--- src/rtl/stopwatch_pkg.sv ---
// stopwatch_pkg
// Shared definitions for the stopwatch run/lap controller: channel state
// encodings and the default lap-counter width.
package stopwatch_pkg;

  // Channel run state; 2'b11 is unused and is recovered to ST_STOPPED.
  typedef enum logic [1:0] {
    ST_STOPPED = 2'b00,
    ST_RUNNING = 2'b01,
    ST_LAP     = 2'b10
  } swState_e;

  localparam int LAP_W_DEFAULT = 4;

endpackage

--- src/rtl/stopwatch_ch_fsm.sv ---
// stopwatch_ch_fsm
// One stopwatch channel: button edge detection, STOPPED/RUNNING/LAP state
// machine and a saturating lap counter. All outputs come straight from flops.
// Ports:
//   clk5      system clock
//   reset     synchronous active-high reset
//   startPB   debounced start button
//   stopPB    debounced stop button
//   lapPB     debounced lap button (always edge-detected)
//   clearPB   debounced clear button (always edge-detected)
//   run       timebase enable (state != STOPPED)
//   hold      display freeze (state == LAP)
//   clear     one-cycle pulse to zero the time counter
//   lapCount  saturating lap-entry count
module stopwatch_ch_fsm
  import stopwatch_pkg::*;
#(
  parameter int LAP_W           = LAP_W_DEFAULT,
  parameter bit EDGE_START_STOP = 1'b1
) (
  input  logic             clk5,
  input  logic             reset,
  input  logic             startPB,
  input  logic             stopPB,
  input  logic             lapPB,
  input  logic             clearPB,
  output logic             run,
  output logic             hold,
  output logic             clear,
  output logic [LAP_W-1:0] lapCount
);

  swState_e         state_r, nextState_s;
  logic [LAP_W-1:0] lapCount_r, nextLapCount_s;
  logic             run_r, hold_r, clear_r;
  logic             nextRun_s, nextHold_s, nextClear_s;
  logic             startPrev_r, stopPrev_r, lapPrev_r, clearPrev_r;
  logic             evtStart_s, evtStop_s, evtLap_s, evtClear_s;

  // Increment that sticks at all-ones instead of wrapping.
  function automatic logic [LAP_W-1:0] satInc(input logic [LAP_W-1:0] v);
    logic [LAP_W-1:0] res;
    if (v == {LAP_W{1'b1}}) begin
      res = v;
    end else begin
      res = v + LAP_W'(1'b1);
    end
    return res;
  endfunction

  // Button events; start/stop may be level-sensitive for legacy behaviour.
  always_comb begin
    evtLap_s   = lapPB & ~lapPrev_r;
    evtClear_s = clearPB & ~clearPrev_r;
    if (EDGE_START_STOP) begin
      evtStart_s = startPB & ~startPrev_r;
      evtStop_s  = stopPB & ~stopPrev_r;
    end else begin
      evtStart_s = startPB;
      evtStop_s  = stopPB;
    end
  end

  // Next-state, lap count and clear pulse; stop beats lap, clear beats start.
  always_comb begin
    nextState_s    = state_r;
    nextLapCount_s = lapCount_r;
    nextClear_s    = 1'b0;
    case (state_r)
      ST_STOPPED: begin
        if (evtClear_s) begin
          nextClear_s    = 1'b1;
          nextLapCount_s = {LAP_W{1'b0}};
        end else if (evtStart_s) begin
          nextState_s = ST_RUNNING;
        end else begin
          nextState_s = ST_STOPPED;
        end
      end
      ST_RUNNING: begin
        if (evtStop_s) begin
          nextState_s = ST_STOPPED;
        end else if (evtLap_s) begin
          nextState_s    = ST_LAP;
          nextLapCount_s = satInc(lapCount_r);
        end else begin
          nextState_s = ST_RUNNING;
        end
      end
      ST_LAP: begin
        if (evtStop_s) begin
          nextState_s = ST_STOPPED;
        end else if (evtLap_s) begin
          nextState_s = ST_RUNNING;
        end else begin
          nextState_s = ST_LAP;
        end
      end
      default: begin
        nextState_s = ST_STOPPED;
      end
    endcase
  end

  // Output decode of the next state so run/hold are flopped alongside state.
  always_comb begin
    case (nextState_s)
      ST_RUNNING: begin
        nextRun_s  = 1'b1;
        nextHold_s = 1'b0;
      end
      ST_LAP: begin
        nextRun_s  = 1'b1;
        nextHold_s = 1'b1;
      end
      default: begin
        nextRun_s  = 1'b0;
        nextHold_s = 1'b0;
      end
    endcase
  end

  // State, outputs and button history; history resets high so a button held
  // through reset does not fire on release.
  always_ff @(posedge clk5) begin
    if (reset) begin
      state_r     <= ST_STOPPED;
      lapCount_r  <= {LAP_W{1'b0}};
      run_r       <= 1'b0;
      hold_r      <= 1'b0;
      clear_r     <= 1'b0;
      startPrev_r <= 1'b1;
      stopPrev_r  <= 1'b1;
      lapPrev_r   <= 1'b1;
      clearPrev_r <= 1'b1;
    end else begin
      state_r     <= nextState_s;
      lapCount_r  <= nextLapCount_s;
      run_r       <= nextRun_s;
      hold_r      <= nextHold_s;
      clear_r     <= nextClear_s;
      startPrev_r <= startPB;
      stopPrev_r  <= stopPB;
      lapPrev_r   <= lapPB;
      clearPrev_r <= clearPB;
    end
  end

  assign run      = run_r;
  assign hold     = hold_r;
  assign clear    = clear_r;
  assign lapCount = lapCount_r;

endmodule

--- src/rtl/stopwatch_run_ctrl.sv ---
// stopwatch_run_ctrl
// Run/lap controller for NUM_CH independent stopwatch channels.
// Ports (all per-channel vectors, bit i = channel i):
//   clk5, reset                       clock and synchronous active-high reset
//   startPB, stopPB, lapPB, clearPB   debounced buttons
//   run, hold, clear                  timebase enable, display hold, clear pulse
//   lapCount                          channel i at [i*LAP_W +: LAP_W]
module stopwatch_run_ctrl
  import stopwatch_pkg::*;
#(
  parameter int NUM_CH          = 2,
  parameter int LAP_W           = LAP_W_DEFAULT,
  parameter bit EDGE_START_STOP = 1'b1
) (
  input  logic                    clk5,
  input  logic                    reset,
  input  logic [NUM_CH-1:0]       startPB,
  input  logic [NUM_CH-1:0]       stopPB,
  input  logic [NUM_CH-1:0]       lapPB,
  input  logic [NUM_CH-1:0]       clearPB,
  output logic [NUM_CH-1:0]       run,
  output logic [NUM_CH-1:0]       hold,
  output logic [NUM_CH-1:0]       clear,
  output logic [NUM_CH*LAP_W-1:0] lapCount
);

  for (genvar i = 0; i < NUM_CH; i++) begin : gCh
    stopwatch_ch_fsm #(
      .LAP_W           (LAP_W),
      .EDGE_START_STOP (EDGE_START_STOP)
    ) uCh (
      .clk5     (clk5),
      .reset    (reset),
      .startPB  (startPB[i]),
      .stopPB   (stopPB[i]),
      .lapPB    (lapPB[i]),
      .clearPB  (clearPB[i]),
      .run      (run[i]),
      .hold     (hold[i]),
      .clear    (clear[i]),
      .lapCount (lapCount[i*LAP_W +: LAP_W])
    );
  end

endmodule

--- config.mk ---
export PLATFORM = sky130hd
export DESIGN_NAME = stopwatch_run_ctrl
export DESIGN_NICKNAME = d
export VERILOG_FILES = /design/src/rtl/stopwatch_pkg.sv /design/src/rtl/stopwatch_ch_fsm.sv /design/src/rtl/stopwatch_run_ctrl.sv
export SDC_FILE = /design/constraint.sdc
export NUM_CORES = 1
export LEC_CHECK = 0
export ABC_AREA = 1
export CAP_MARGIN = 15
export CORE_MARGIN = 1.5
export CORE_UTILIZATION = 49
export DETAILED_ROUTE_END_ITERATION = 8
export PLACE_DENSITY = 0.81
export SYNTH_ARGS = -nofsm -noshare
export SYNTH_HDL_FRONTEND = slang
export SYNTH_HIERARCHICAL = 1
export SYNTH_SLANG_ARGS = --single-unit
--- constraint.sdc ---
create_clock -name clk5 -period 1.7 [get_ports clk5]
set_input_delay 0.51 -clock clk5 [delete_from_list [all_inputs] [get_ports clk5]]
set_output_delay 0.51 -clock clk5 [all_outputs]
set_load 0.02 [all_outputs]
=== Word-level counts from Yosys, hierarchy flattened ===
Cells that the tools add are included.

* Register bits: 26
* Output and inout port bits: 14

* Add/sub/neg operators: 2
* Eq/ne operators: 18
* Mux-type cells: 30
* Bitwise logic cells: 18
* Reductions and logical operators: 10

{| class="wikitable"
|+ Operators with widths
! operator !! count
|-
| $mux 4 || 8
|-
| $mux 2 || 10
|-
| $pmux 4 s2 || 2
|-
| $pmux 2 s3 || 2
|-
| $not 1->1 || 10
|-
| $reduce_and 5->1 || 2
|-
| $add 4x1->4 const B || 2
|-
| $and 1x1->1 || 8
|-
| $eq 2x1->1 const B || 4
|-
| $eq 2x2->1 const B || 4
|-
| $eq 4x4->1 const B || 2
|-
| $mux 1 || 8
|-
| $ne 2x1->1 const B || 4
|-
| $ne 2x2->1 const B || 4
|-
| $reduce_or 2->1 || 4
|-
| $logic_not 2->1 || 2
|-
| $reduce_bool 2->1 || 2
|}

=== Depth between registers and ports, before layout ===
Gate-level depths: netlist of the first run.

* Depth in word-level cells: 8
* Depth in mapped cells: 9
* Depth with buffers taken out: 9

=== Cells and area by module ===
Netlist of the first run, hierarchy kept.

{| class="wikitable"
|+ Modules (own cells, without submodules)
! module !! instances !! cells each !! area an instance (um2)
|-
| stopwatch_ch_fsm || 2 || 76 || 584.3
|}

=== Worst setup path after synthesis of the first run ===
Ideal clock, no wire load.

* Path kind: input to register
* From: input port stopPB[0]
* To: register gCh[0].uCh.run_r
* Setup time: 0.064 ns
* Arrival: 1.294 ns
* Path slack: 0.341 ns
* Cell stages on the path: 8
* Buffers on the path: 0
* Cells stage by stage: inv_1 -> nor2_1 -> inv_1 -> nand3_1 -> o21ai_1 -> nor2_1 -> ha_1 -> nor2_1

* Word-level cells in the longest chain between the ends: 6

{| class="wikitable"
|+ RTL lines
! element !! RTL line !! text
|-
| start, declared || stopwatch_run_ctrl.sv:18 || <nowiki>input logic [NUM_CH-1:0] stopPB,</nowiki>
|-
| $and 1x1->1 (*) || stopwatch_ch_fsm.sv:57 || <nowiki>evtStop_s = stopPB & ~stopPrev_r;</nowiki>
|-
| $mux 2 (on tied branches) || stopwatch_ch_fsm.sv:91, stopwatch_ch_fsm.sv:81 ||
|-
| $pmux 2 s3 (*) || stopwatch_ch_fsm.sv:69 || <nowiki>case (state_r)</nowiki>
|-
| $eq 2x1->1 or $eq 2x2->1 (tied branches) || stopwatch_ch_fsm.sv:107 || <nowiki>case (nextState_s)</nowiki>
|-
| $reduce_or 2->1 (no line) (*) || n/a ||
|-
| $mux 1 (*) || stopwatch_ch_fsm.sv:107 ||
|-
| end signal, assigned || stopwatch_ch_fsm.sv:139 || <nowiki>run_r <= nextRun_s;</nowiki>
|-
| end, declared || stopwatch_ch_fsm.sv:35 || <nowiki>logic run_r, hold_r, clear_r;</nowiki>
|}

Mark *: on every way between the ends. The rest lies on a longest branch, timed or not.
A chain may end at the register's enable or synchronous reset.

=== Worst setup path after layout of the first run ===
* From: register gCh[0].uCh.lapCount_r[0]
* To: output port lapCount[0]

{| class="wikitable"
|+ RTL lines
! element !! RTL line !! text
|-
| start, declared || stopwatch_ch_fsm.sv:34 || <nowiki>logic [LAP_W-1:0] lapCount_r, nextLapCount_s;</nowiki>
|-
| start signal, assigned || stopwatch_ch_fsm.sv:128 || <nowiki>lapCount_r <= {LAP_W{1'b0}};</nowiki>
|-
| start signal, assigned || stopwatch_ch_fsm.sv:138 || <nowiki>lapCount_r <= nextLapCount_s;</nowiki>
|-
| end, declared || stopwatch_run_ctrl.sv:24 || <nowiki>output logic [NUM_CH*LAP_W-1:0] lapCount</nowiki>
|}

No word-level cell between the ends.

==> tab_implementation.tex, run 1 <==
\begin{tabular}{lr}
\hline
Metric & Value \\
\hline
\multicolumn{2}{l}{\textbf{Status}} \\
Run status & complete, no violations \\
\multicolumn{2}{l}{\textbf{Timing}} \\
Final Worst Setup Slack & 93.3 ps \\
Final clock period utilization by the worst path & 0.945 \\
Final min period & 1610 ps \\
Transition at the pin with the smallest max-transition slack & 221 ps \\
Total negative slack for setup checks & 0 ps \\
Fmax & 622 MHz \\
Relative slew slack & 0.851 \\
Hold Fails Final Rpt & 0 \\
Number of max-slew violations in the final report & 0 \\
Setup repair after global routing missed its margin & no \\
Final setup violation count & 0 \\
Worst slack on hold paths & 561 ps \\
Final setup skew & 2.01 ps \\
\multicolumn{2}{l}{\textbf{Drt}} \\
Mean routed wirelength per cell & 10.7 um \\
Starting DRT DRC Count & 27 \\
Post-route DRC violation count & 0 \\
Via-to-Cell Ratio & 4.82 \\
Number of detailed-route iterations in the first pass & 4 \\
Count of antenna-violating nets left after detailed routing & 0 \\
Total detailed-routing wirelength & 2330 um \\
Number of vias in the routed layout & 1050 \\
\multicolumn{2}{l}{\textbf{Clock tree}} \\
Maximum level of the CTS H-tree & 1 \\
Skew-Pair Late Insertion Delay & 310 ps \\
TritonCTS clock tree & built \\
Number of sinks handled by clock tree synthesis & 26 \\
Clock edge transition at the registers on the reported setup and hold paths & 130 ps \\
Number of post-CTS setup repair buffers & 0 \\
Inserted Clock Buffers & 3 \\
Buffer type at the clock tree root & clkbuf\_4 \\
Maximum buffer depth of the clock tree & 2 \\
\multicolumn{2}{l}{\textbf{Logic synthesis}} \\
Area fraction in compound gates after synthesis & 0.0942 \\
Post-synthesis instance area & 0.00117 mm\^{}2 \\
Flop and latch count out of synthesis & 26 \\
Main combinational cell family by area after synthesis & simple AND/OR/NAND/NOR gates \\
Mapped Nets & 166 \\
Gate count after technology mapping & 152 \\
Simple-gate portion of the synthesized area & 0.338 \\
Share of synthesized cell area in full adder, half adder and majority cells & 0.0428 \\
Sequential cell area fraction in the yosys report & 0.445 \\
Post-Synthesis Mean Instance Area & 7.69 um\^{}2 \\
Synth cell types & 21 \\
Number of warnings reported in the yosys synthesis log & 6 \\
Proportion of synthesized area in mux cells & 0 \\
Xor/xnor cell area share of the yosys netlist & 0 \\
\multicolumn{2}{l}{\textbf{GRT}} \\
Number of global-route vias before repair & 1000 \\
Global-route wire length before repair & 3870 um \\
Gr ovfl total & 0 \\
Initial antenna violation count & 0 \\
GR Util All Layers & 0.195 \\
Pin count of the biggest net entering global routing & 14 \\
\multicolumn{2}{l}{\textbf{Placement}} \\
Placed Cells incl. Taps & 215 \\
Total placed instance area & 0.00153 mm\^{}2 \\
IO buf count & 23 \\
Pre-CTS worst setup slack & -274 ps \\
Final HPWL from detailed placement & 1830 um \\
Final estimated routing congestion in global placement & 0.760 \\
\multicolumn{2}{l}{\textbf{Critical path}} \\
Depth of the worst register-to-register path & 6 \\
Path length in cells of the critical path & 1 \\
FF-to-FF Start & gCh[0].uCh/state\_r[1] \\
Critical path's slowest cell & dfxtp\_1 \\
Worst r2r dst & gCh[0].uCh/run \\
Required time of the critical path & 1190 ps \\
CP Cell Sequence & dlygate4sd2\_1 \\
Cell type group with the largest total delay on the critical path & flip-flops \\
Launch point of the critical path & gCh[0].uCh/lapCount[0] \\
Worst path arrival time & 1100 ps \\
Worst-case register-to-register setup slack & 390 ps \\
CP max FO & 5 \\
WS Path Type & reg -> out \\
Type of element capturing the critical path & primary output \\
CP max stage delay & 430 ps \\
Number of buffer and inverter stages on the critical path & 1 \\
CP startpoint kind & flop \\
Worst setup path endpoint & lapCount[0] \\
\multicolumn{2}{l}{\textbf{Power and ir drop}} \\
Power share of the sequential group & 0.618 \\
Leakage power & 0.742 nW \\
Relative contribution of combinational cells to total power & 0.141 \\
Power consumption & 1.04 mW \\
Net Sw Frac & 0.247 \\
Peak supply drop & 536 uV \\
Int Power & 0.783 mW \\
Switching component of the power & 0.256 mW \\
Power share of the clock group & 0.241 \\
Pwr Density & 676 mW/mm\^{}2 \\
\multicolumn{2}{l}{\textbf{Cells and area}} \\
Fraction of final layout cells sized beyond drive strength 1 & 0.221 \\
Area added between synthesis and finish & 31.5\% \\
Nets & 206 \\
Utilization after layout & 0.688 \\
Most common cell after layout, fill and taps aside & dfxtp\_1 \\
Final instance area & 0.00154 mm\^{}2 \\
Inserted Diodes & 0 \\
Count of fill cells added during filler insertion & 206 \\
Post-route non-filler standard cell count & 218 \\
Commonest non-fill, non-tap cells in the layout & dfxtp\_1 (26), nand2\_1 (24), nor2\_1 (19) \\
\multicolumn{2}{l}{\textbf{Floorplan}} \\
Height of the die & 51.8 um \\
Placement Rows & 17 \\
Area of the core & 0.00223 mm\^{}2 \\
Initial standard-cell utilization of the core & 0.523 \\
Area enclosed by the die boundary & 0.00269 mm\^{}2 \\
Ports & 24 \\
Die Span X & 51.8 um \\
\multicolumn{2}{l}{\textbf{Flow run}} \\
Max-cap violations & 0 \\
\multicolumn{2}{l}{\textbf{Worst hold path}} \\
Hold Path Stages & 2 \\
Type of the worst min-delay path & reg -> reg \\
\hline
\end{tabular}
## cells in the mapped netlist
cell,n,area share
a21boi_0,2,0.013
nand2_1,24,0.077
nand3b_1,4,0.026
inv_1,18,0.058
nand4_1,2,0.011
or2_2,4,0.021
nor2_1,20,0.064
buf_2,2,0.0086
nor3_1,4,0.017
ha_1,4,0.043
nand2_2,6,0.032
o21ai_0,4,0.017
a21oi_1,6,0.026
nor2_4,2,0.019
a21oi_2,4,0.030
inv_2,4,0.013
dfxtp_1,26,0.45
nor2_2,2,0.011
o21ai_1,2,0.0086
nand3_1,10,0.043
nand3_2,2,0.017
## kinds of logic (layout without fill, tap and decap cells)
logic type	after synthesis	after routing
and+or+nand+nor	80	80
DFF	26	26
buffers and inverters	24	62
AOI/OAI and AO/OA	18	18
adders and majority gates	4	4
## tightest hold or removal path, stage by stage (launching register included)
cell	delay, ps
dfxtp_1	370
nand3_1	110
a21oi_2	50
## final cells by class
| class | instances | area (um^2) | area share |
|---|---|---|---|
| Tap cell | 28 | 35.0 | 0.0228 |
| Inverter | 22 | 82.6 | 0.0537 |
| Clock buffer | 3 | 22.5 | 0.0147 |
| Timing Repair Buffer | 37 | 318 | 0.207 |
| Multi-Input combinational cell | 102 | 558 | 0.363 |
| Sequential cell | 26 | 520 | 0.339 |
## repair_timing
item,CTS,global route
gates resized for setup,14,1
hold buffers,0,0
setup endpoints to repair,14,2
## worst min path at each step
stage                                start                endpoint  slack [ps]
finish              gCh[1].uCh/lapCount[0]  gCh[1].uCh/lapCount[0]         560
global route        gCh[1].uCh/lapCount[2]  gCh[1].uCh/lapCount[2]         590
CTS                 gCh[1].uCh/lapCount[2]  gCh[1].uCh/lapCount[2]         560
detailed placement  gCh[1].uCh/lapCount[2]  gCh[1].uCh/lapCount[2]         540
global placement    gCh[0].uCh/lapCount[2]  gCh[0].uCh/lapCount[2]         530
floorplan           gCh[0].uCh/clearPrev_r        gCh[0].uCh/clear         530
## sequential cells by signal (all words and copies together), names as in the netlist
| register | count |
|---|---|
| gCh.uCh/startPrev_r | 2 |
| gCh.uCh/lapCount | 8 |
| gCh.uCh/state_r | 4 |
| gCh.uCh/clearPrev_r | 2 |
| gCh.uCh/hold | 2 |
| gCh.uCh/run | 2 |
| gCh.uCh/lapPrev_r | 2 |
| gCh.uCh/clear | 2 |
| gCh.uCh/stopPrev_r | 2 |
## metal layers
metal | GRT usage | up-vias | wire, um
met5 | 0 | - | 0
met4 | 0.0877 | 0 | 17
met3 | 0.0374 | 2 | 53
met2 | 0.354 | 16 | 1180
met1 | 0.216 | 470 | 1080
li1 | - | 562 | -
## power groups by stage
stage | sequential [mW] | combinational (mW) | clock, mW
3_5_place_dp | 0.656 | 0.153 | 0
6_report | 0.642 | 0.146 | 0.250
5_1_grt | 0.645 | 0.163 | 0.282
3_3_place_gp | 0.655 | 0.149 | 0
4_1_cts | 0.642 | 0.147 | 0.263
2_1_floorplan | 0.667 | 0.0708 | 0
(Power assumes the default switching activity.)
==> inputs of run 2 (changes only) <==
--- a/config.mk
+++ b/config.mk
@@ -10,6 +10,7 @@
 export CORE_MARGIN = 1.5
 export CORE_UTILIZATION = 49
 export DETAILED_ROUTE_END_ITERATION = 8
+export GPL_ROUTABILITY_DRIVEN = 0
 export PLACE_DENSITY = 0.81
 export SYNTH_ARGS = -nofsm -noshare
 export SYNTH_HDL_FRONTEND = slang
==> results of run 2 <==
No change in the layout: final DEF, timing and power equal those of run 1.
==> inputs of run 3 (changes only) <==
--- a/config.mk
+++ b/config.mk
@@ -6,12 +6,13 @@
 export NUM_CORES = 1
 export LEC_CHECK = 0
 export ABC_AREA = 1
-export CAP_MARGIN = 15
+export CELL_PAD_IN_SITES_DETAIL_PLACEMENT = 1
+export CELL_PAD_IN_SITES_GLOBAL_PLACEMENT = 1
 export CORE_MARGIN = 1.5
-export CORE_UTILIZATION = 49
+export CORE_UTILIZATION = 36
 export DETAILED_ROUTE_END_ITERATION = 8
 export GPL_ROUTABILITY_DRIVEN = 0
-export PLACE_DENSITY = 0.81
+export PLACE_DENSITY_LB_ADDON = 0.1
 export SYNTH_ARGS = -nofsm -noshare
 export SYNTH_HDL_FRONTEND = slang
 export SYNTH_HIERARCHICAL = 1
==> tab_implementation.tex, run 3 (same netlist as run 1, synthesis figures left out) <==
\begin{tabular}{lr}
\hline
Metric & Value \\
\hline
\multicolumn{2}{l}{\textbf{GRT}} \\
Most Crowded Layer GR & met2 \\
Gr ovfl total & 0 (unchanged) \\
Global-route wire length before repair & 4650 um (+20\%) \\
Initial antenna violation count & 0 (unchanged) \\
Pin count of the biggest net entering global routing & 19 (+5) \\
Number of global-route vias before repair & 1093 (+9.3\%) \\
Met3 track utilization from global routing & 0.0303 (-0.00705) \\
GR Layer Usage met2 & 0.311 (-0.0439) \\
Met1 usage in global routing & 0.191 (-0.0249) \\
GR Util All Layers & 0.175 (-0.0200) \\
\multicolumn{2}{l}{\textbf{Drt}} \\
Total detailed-routing wirelength & 2760 um (+19\%) \\
Starting DRT DRC Count & 8 (-70\%) \\
Post-route DRC violation count & 0 (unchanged) \\
Via-to-Cell Ratio & 4.72 (-1.9\%) \\
Number of detailed-route iterations in the first pass & 4 (unchanged) \\
Mean routed wirelength per cell & 11.9 um (+11\%) \\
Number of vias in the routed layout & 1096 (+4.4\%) \\
Count of antenna-violating nets left after detailed routing & 0 (unchanged) \\
\multicolumn{2}{l}{\textbf{Clock tree}} \\
Skew-Pair Late Insertion Delay & 330 ps (+20 ps) \\
Inserted Clock Buffers & 3 (unchanged) \\
Maximum level of the CTS H-tree & 1 (unchanged) \\
Buffer type at the clock tree root & clkbuf\_4 \\
Maximum buffer depth of the clock tree & 2 (unchanged) \\
Clock edge transition at the registers on the reported setup and hold paths & 150 ps (+20 ps) \\
Number of sinks handled by clock tree synthesis & 26 (unchanged) \\
Number of post-CTS setup repair buffers & 0 (unchanged) \\
TritonCTS clock tree & built \\
\multicolumn{2}{l}{\textbf{Floorplan}} \\
Area enclosed by the die boundary & 0.00360 mm\^{}2 (+34\%) \\
Height of the die & 60.0 um (+16\%) \\
Placement Rows & 20 (+3) \\
Ports & 24 (unchanged) \\
Initial standard-cell utilization of the core & 0.380 (-0.144) \\
Area of the core & 0.00308 mm\^{}2 (+38\%) \\
Die Span X & 60.0 um (+16\%) \\
\multicolumn{2}{l}{\textbf{Critical path}} \\
CP startpoint kind & input pin \\
WS Path Type & in -> reg \\
Required time of the critical path & 1970 ps (+780 ps) \\
Type of element capturing the critical path & flop \\
Worst path arrival time & 1900 ps (+800 ps) \\
CP max FO & 3 (-2) \\
\multicolumn{2}{l}{\textbf{Cells and area}} \\
Commonest non-fill, non-tap cells in the layout & dfxtp\_1 (26), nand2\_1 (24), nor2\_1 (19) \\
Nets & 203 (-1.5\%) \\
Inserted Diodes & 0 (unchanged) \\
Storage cell area & 520 um\^{}2 (unchanged) \\
Post-route non-filler standard cell count & 232 (+6.4\%) \\
Number of flip-flops in the largest register & 8 (unchanged) \\
Area added between synthesis and finish & 35.1\% \\
Count of fill cells added during filler insertion & 414 (+100\%) \\
Area of the multi-input gates & 558 um\^{}2 (unchanged) \\
Fraction of final layout cells sized beyond drive strength 1 & 0.213 (-0.00829) \\
Utilization after layout & 0.513 (-0.175) \\
Most common cell after layout, fill and taps aside & dfxtp\_1 \\
\multicolumn{2}{l}{\textbf{Timing}} \\
Fmax & 615 MHz (-1.2\%) \\
Final clock period utilization by the worst path & 0.956 (+0.0113) \\
Transition at the pin with the smallest max-transition slack & 262 ps (+41.0 ps) \\
Final setup violation count & 0 (unchanged) \\
Final min period & 1630 ps (+19.2 ps) \\
Number of max-slew violations in the final report & 0 (unchanged) \\
Worst slack on hold paths & 563 ps (+1.31 ps) \\
Setup repair after global routing missed its margin & no \\
Relative slew slack & 0.824 (-0.0275) \\
Final setup skew & 13.9 ps (+11.9 ps) \\
Hold Fails Final Rpt & 0 (unchanged) \\
Total negative slack for setup checks & 0 ps (unchanged) \\
\multicolumn{2}{l}{\textbf{Status}} \\
Run status & complete, no violations \\
\multicolumn{2}{l}{\textbf{Power and ir drop}} \\
Switching component of the power & 0.284 mW (+11\%) \\
Relative contribution of combinational cells to total power & 0.122 (-0.019) \\
Leakage power & 0.738 nW (-0.47\%) \\
Pwr Density & 774 mW/mm\^{}2 (+14\%) \\
Net Sw Frac & 0.232 (-0.0143) \\
Power consumption & 1.22 mW (+18\%) \\
Power share of the clock group & 0.352 (+0.111) \\
Int Power & 0.938 mW (+20\%) \\
Peak supply drop & 336 uV (-37\%) \\
Power share of the sequential group & 0.526 (-0.092) \\
\multicolumn{2}{l}{\textbf{Worst hold path}} \\
Type of the worst min-delay path & reg -> reg \\
\multicolumn{2}{l}{\textbf{Flow run}} \\
Max-cap violations & 0 (unchanged) \\
\multicolumn{2}{l}{\textbf{Placement}} \\
IO buf count & 23 (unchanged) \\
Final HPWL from detailed placement & 2180 um (+19\%) \\
Placed Cells incl. Taps & 228 (+6.0\%) \\
\hline
\end{tabular}
## run 3: worst paths after layout
path / startpoint / slack, ps / end / depth (start not counted)
worst min register to register: gCh[0].uCh/lapCount[2] / 560 / gCh[0].uCh/lapCount[2] / 2
worst max register to register: gCh[1].uCh/state_r[1] / 350 / gCh[1].uCh/run / 6
worst max-delay path: stopPB[1] / 70 / gCh[1].uCh/run / 9
worst min-delay path: gCh[0].uCh/lapCount[2] / 560 / gCh[0].uCh/lapCount[2] / 2
## run 3: worst max-delay path: stages
cell	delay, ps
clkdlybuf4s50_1	460
inv_1	50
nor2_1	200
inv_1	90
nand3_1	70
o21ai_1	80
nor2_1	110
ha_1	240
nor2_1	90
## run 3: what timing repair did
action	in CTS	in global routing
endpoints found under the setup margin	14	3
hold buffers	0	0
resized for setup	14	3
## run 3: layer usage
metal | share of wire | wire [um]
met1 | 0.45 | 1230
met2 | 0.49 | 1370
met3 | 0.033 | 91
met4 | 0.027 | 75
met5 | 0 | 0
## run 3: power groups by stage
stage | Clock (mW) | Combinational, mW | Sequential, mW
finish | 0.430 | 0.149 | 0.643
global route | 0.472 | 0.165 | 0.645
CTS | 0.450 | 0.151 | 0.643
detailed placement | 0 | 0.157 | 0.656
global placement | 0 | 0.151 | 0.656
floorplan | 0 | 0.0708 | 0.667
## run 3: layout make-up
type,instances,share of cell area
multi-input combinational,102,0.353
sequential,26,0.330
timing repair buffer,34,0.197
inverter,22,0.0523
tap,44,0.0349
clock inverter,1,0.0190
clock buffer,3,0.0143
## run 3: per-stage QoR
stage                     area (um^2)  setup WS, ps
final                            1580          74.1
after global routing             1580          1.21
after CTS                        1570          41.0
after detailed placement         1540          -317
after global placement           1540          -247
after floorplan                  1170           341
